[src/rtl/pc_seq_pkg.sv]
// Shared types and defaults for the program-counter sequencer.
package pc_seq_pkg;

   typedef enum logic [1:0] {
      StIdle = 2'b00,
      StRun  = 2'b01,
      StHalt = 2'b10
   } pc_seq_state_e;

   localparam int unsigned PC_ADDR_W      = 4;
   localparam int unsigned PC_RESET_ADDR  = 0;
   localparam int unsigned PC_STACK_DEPTH = 4;

endpackage

[src/rtl/pc_seq_ret_stack.sv]
// Return-address LIFO for subroutine call/return. Pushes while full and pops while empty
// are ignored; the caller flags those as errors.
module pc_seq_ret_stack #(
   parameter int unsigned WIDTH = 4,
   parameter int unsigned DEPTH = 4
) (
   input  logic             clk,
   input  logic             rst_n,
   input  logic             push,
   input  logic             pop,
   input  logic [WIDTH-1:0] din,
   output logic [WIDTH-1:0] top,
   output logic             full,
   output logic             empty
);

   localparam int unsigned PtrW = (DEPTH > 1) ? $clog2(DEPTH) : 1;
   localparam int unsigned CntW = $clog2(DEPTH + 1);

   logic [WIDTH-1:0] mem_q [DEPTH];
   logic [CntW-1:0]  cnt_q;
   logic [PtrW-1:0]  wr_ptr;
   logic [PtrW-1:0]  rd_ptr;

   assign wr_ptr = PtrW'(cnt_q);
   assign rd_ptr = PtrW'(cnt_q - CntW'(1));
   assign full   = (cnt_q == CntW'(DEPTH));
   assign empty  = (cnt_q == '0);
   assign top    = mem_q[rd_ptr];

   always_ff @(posedge clk or negedge rst_n) begin
      if (!rst_n) begin
         cnt_q <= '0;
      end else if (push && !full) begin
         cnt_q <= cnt_q + CntW'(1);
      end else if (pop && !empty) begin
         cnt_q <= cnt_q - CntW'(1);
      end
   end

   // Storage needs no reset: entries are only read below the fill count.
   always_ff @(posedge clk) begin
      if (push && !full) begin
         mem_q[wr_ptr] <= din;
      end
   end

endmodule

[src/rtl/pc_sequencer.sv]
// Program-flow controller: owns the PC driving instruction memory, sequences start/run/halt,
// branches and, when PC_SEQ_CALL_STACK_EN is defined, subroutine call/return.
module pc_sequencer
   import pc_seq_pkg::*;
#(
   parameter int unsigned ADDR_W      = PC_ADDR_W,
   parameter int unsigned RESET_ADDR  = PC_RESET_ADDR,
   parameter int unsigned STACK_DEPTH = PC_STACK_DEPTH
) (
   input  logic              clk,
   input  logic              rst_n,
   input  logic              start,
   input  logic              stall,
   input  logic              halt_req,
   input  logic              branch_en,
   input  logic [ADDR_W-1:0] branch_addr,
   input  logic              call_en,
   input  logic              ret_en,
   output logic [ADDR_W-1:0] im_addr,
   output logic              instr_valid,
   output logic              halted,
   output logic              stack_err
);

   localparam logic [ADDR_W-1:0] ResetPc = ADDR_W'(RESET_ADDR);

   pc_seq_state_e     state_q, state_d;
   logic [ADDR_W-1:0] pc_q, pc_d;
   logic [ADDR_W-1:0] pc_inc;

   assign pc_inc      = pc_q + ADDR_W'(1);
   assign im_addr     = pc_q;
   assign instr_valid = (state_q == StRun) && !stall;
   assign halted      = (state_q == StHalt);

`ifdef PC_SEQ_CALL_STACK_EN
   logic              push, pop;
   logic              stk_full, stk_empty;
   logic [ADDR_W-1:0] stk_top;
   logic              err_set, err_q;

   pc_seq_ret_stack #(
      .WIDTH (ADDR_W),
      .DEPTH (STACK_DEPTH)
   ) u_ret_stack (
      .clk   (clk),
      .rst_n (rst_n),
      .push  (push),
      .pop   (pop),
      .din   (pc_inc),
      .top   (stk_top),
      .full  (stk_full),
      .empty (stk_empty)
   );

   always_ff @(posedge clk or negedge rst_n) begin
      if (!rst_n) begin
         err_q <= 1'b0;
      end else if (err_set) begin
         err_q <= 1'b1;
      end
   end

   assign stack_err = err_q;
`else
   logic unused_ret;
   localparam int unsigned unused_depth = STACK_DEPTH;

   assign unused_ret = ret_en;
   assign stack_err  = 1'b0;
`endif

   always_comb begin
      state_d = state_q;
      pc_d    = pc_q;
`ifdef PC_SEQ_CALL_STACK_EN
      push    = 1'b0;
      pop     = 1'b0;
      err_set = 1'b0;
`endif
      case (state_q)
         StIdle, StHalt: begin
            if (start) begin
               state_d = StRun;
               pc_d    = ResetPc;
            end
         end
         StRun: begin
            // Flow controls only matter on cycles that actually execute an instruction.
            if (!stall) begin
               if (halt_req) begin
                  state_d = StHalt;
`ifdef PC_SEQ_CALL_STACK_EN
               end else if (ret_en) begin
                  if (stk_empty) begin
                     pc_d    = pc_inc;
                     err_set = 1'b1;
                  end else begin
                     pc_d = stk_top;
                     pop  = 1'b1;
                  end
               end else if (call_en) begin
                  pc_d = branch_addr;
                  if (stk_full) begin
                     err_set = 1'b1;
                  end else begin
                     push = 1'b1;
                  end
               end else if (branch_en) begin
                  pc_d = branch_addr;
`else
               end else if (call_en || branch_en) begin
                  pc_d = branch_addr;
`endif
               end else begin
                  pc_d = pc_inc;
               end
            end
         end
         default: begin
            state_d = StIdle;
            pc_d    = ResetPc;
         end
      endcase
   end

   always_ff @(posedge clk or negedge rst_n) begin
      if (!rst_n) begin
         state_q <= StIdle;
         pc_q    <= ResetPc;
      end else begin
         state_q <= state_d;
         pc_q    <= pc_d;
      end
   end

endmodule

[config.mk]
export PLATFORM = sky130hd
export DESIGN_NAME = pc_sequencer
export DESIGN_NICKNAME = d
export VERILOG_FILES = /design/src/rtl/pc_seq_pkg.sv /design/src/rtl/pc_seq_ret_stack.sv /design/src/rtl/pc_sequencer.sv
export SDC_FILE = /design/constraint.sdc
export NUM_CORES = 1
export LEC_CHECK = 0
export CORE_MARGIN = 8
export CORE_UTILIZATION = 30
export CTS_CLUSTER_DIAMETER = 60
export CTS_CLUSTER_SIZE = 25
export DETAILED_ROUTE_END_ITERATION = 10
export PLACE_DENSITY = 0.7
export SLEW_MARGIN = 25
export SYNTH_ARGS = -nofsm -noshare
export SYNTH_HDL_FRONTEND = slang
export SYNTH_SLANG_ARGS = --single-unit
[constraint.sdc]
create_clock -name clk -period 1.6 [get_ports clk]
set_clock_uncertainty 0.15 [all_clocks]
set_input_delay 0.16 -clock clk [delete_from_list [all_inputs] [get_ports clk]]
set_output_delay 0.16 -clock clk [all_outputs]
set_load 0.02 [all_outputs]
==> flow_summary.ini <==
[synth]
avgSynthCellArea_um2 = 9.30
synth_warnings = 0
synth_seq_cells = 6
syn_inst = 44
synth_area_um2 = 409
synth.distinct_cells = 24
syn_nets = 57
yosysSeqAreaShare_pct = 36.7

[floorplanning]
pin_count = 19
die_w_um = 52.9
die_y_um = 52.9
rows = 13
coreArea_um2 = 1280
initial_core_util_pct = 31.8
fp.dieArea_um2 = 2800

[timing]
whs_ns = 0.0111
worst_slack_ns = 0.0607
rsz0062_at_grt = no
setup_viol = 0
finalCritPeriodShare_pct = 96.2
slew_viol_final = 0
fmax_mhz = 650
fin_crit_ns = 1.54
hold_viol_final = 0

[clock_tree]
cts_root_buf = clkbuf_4
path_clk_slew_ns = 0.04
htree_levels = 1
clock_latency_ns = 0.24
cts.sinks = 6
hold_buffers = 0
clockBufferDepth = 2
cts-buffers-inserted = 3
cts_tree = built

[final_layout]
regArea_um2 = 150
fin_cells = 78
diodes = 0
nets = 78
final_util_pct = 47.0
syn_to_final_growth_pct = 47.7
layout_commonest_cell = clkdlybuf4s50_1
drive_above_1_share_pct = 17.5
design_area_um2 = 604
multi_input_area_um2 = 225
fillers = 133
layout_common_cells = clkdlybuf4s50_1 (11), dfrtp_1 (6)

[placement]
gp_congestion = 0.648
place_ws_ns = -0.0783
io_buffers = 16
placed_cell_area_um2 = 581
dp.cells = 75

[power]
power_leakage_uw = 0.000290
power.density_nw_per_um2 = 1500
vdd.ir_drop.worst_v = 0.000588

[grt]
antenna_found_initial = 0
grt_use_met3_pct = 3.08
grt_busiest_layer = met2
gr-usage-all-layers_pct = 7.75
grtUsageMet2_pct = 10.4
grt_max_degree = 10
grt_overflow = 0
grt_pass1_wl_um = 1580
grt_pass1_vias = 379
grt_use_met1_pct = 8.89

[run_status]
status = finished, final reports clean

[routing]
drc = 0
drtAntennaViolNets = 0
vias_per_cell = 4.78
wire_per_inst_um = 11.9
drt-initial-drc-count = 7
wl_um = 932
first_pass_iters = 2
num_vias = 373

[hold_path]
hold_class = primary input to async pin

[setup_path]
path_buf_inv = 1
end_kind = output pin
worst-setup-path-type = register to output pin
arrival_ns = 1.23
cp_max_fo = 3
cp_top_family = buffers and inverters
worstPathCellList = clkdlybuf4s50_1
critPathRequiredTime_ns = 1.29
cp_slowest_cell = clkdlybuf4s50_1
slowest_delay_ns = 0.62
start_kind = register

[run]
drv_cap = 0
==> final cells by class <==
class,instances,area share [%]
clock buffers,3,3.73
inverters,1,0.621
multi-input cells,34,37.3
flip-flops and latches,6,24.8
well taps,15,3.11
repair buffers,19,30.4
==> registers in the layout (all words and copies together) (netlist names) <==
signal,cells
im_addr,4
state_q,2
==> worst paths after layout <==
path | startpoint | endpoint | slack [ns] | depth (start not counted)
setup reg to reg | state_q[1] | im_addr[0] | 0.11 | 5
setup / recovery | im_addr[3] | im_addr[3] | 0.06 | 1
min in group clk | state_q[1] | state_q[1] | 0.35 | 2
max in group asynchronous | rst_n | im_addr[1] | 1.07 | 1
hold / removal | rst_n | im_addr[3] | 0.01 | 1
hold reg to reg | state_q[1] | state_q[1] | 0.35 | 2
==> repair_timing <==
action / in CTS / in global routing
gates cloned: 0 / 0
gates resized for setup: 3 / 2
hold endpoints to repair: 0 / 0
setup buffers: 0 / 0
setup endpoints to repair: 3 / 2
==> power by group <==
part	switching, µW	leakage, µW	internal (µW)	total [µW]
sequential	66.5	0.0000777	218	285
clock	51.7	0.0000138	84.6	136
combinational	252	0.000198	235	487
total	370	0.000290	538	908
==> metrics by stage <==
stage | power [µW] | TNS, ns
detailed placement | 804 | -0.127
global route | 989 | 0
floorplan | 598 | 0
global placement | 792 | -0.00209
finish | 908 | 0
CTS | 932 | 0
==> kinds of logic after synthesis <==
family / Yosys count / share of synthesized area (%)
buf+inv: 4 / 8.26
other cells: 1 / 0.917
mux: 1 / 2.45
simple gates: 19 / 27.5
flops: 6 / 36.7
compound gates: 12 / 21.1
fa+ha+maj: 1 / 3.06
==> Yosys cell counts, drive strengths merged <==
cell type  n  area [µm²]
nor3b      2        20.0
or2        1        6.26
nor3       2        15.0
nor2b      2        12.5
inv        1        3.75
nand2      4        15.0
and2b      1        8.76
conb       1        3.75
nor2       4        15.0
a21oi      2        10.0
nand3      1        5.00
buf        3        30.0
o31ai      4        30.0
mux2i      1        10.0
dfrtp      6         150
nand2b     2        15.0
o22ai      2        26.3
ha         1        12.5
o21ai      4        20.0
==> layer usage <==
metal	up-vias	routed length [µm]
met3	2	54
met5	-	0
met2	12	451
met4	0	19
met1	170	407
li1	189	-
Note: power is estimated with default switching activity, not from simulation.
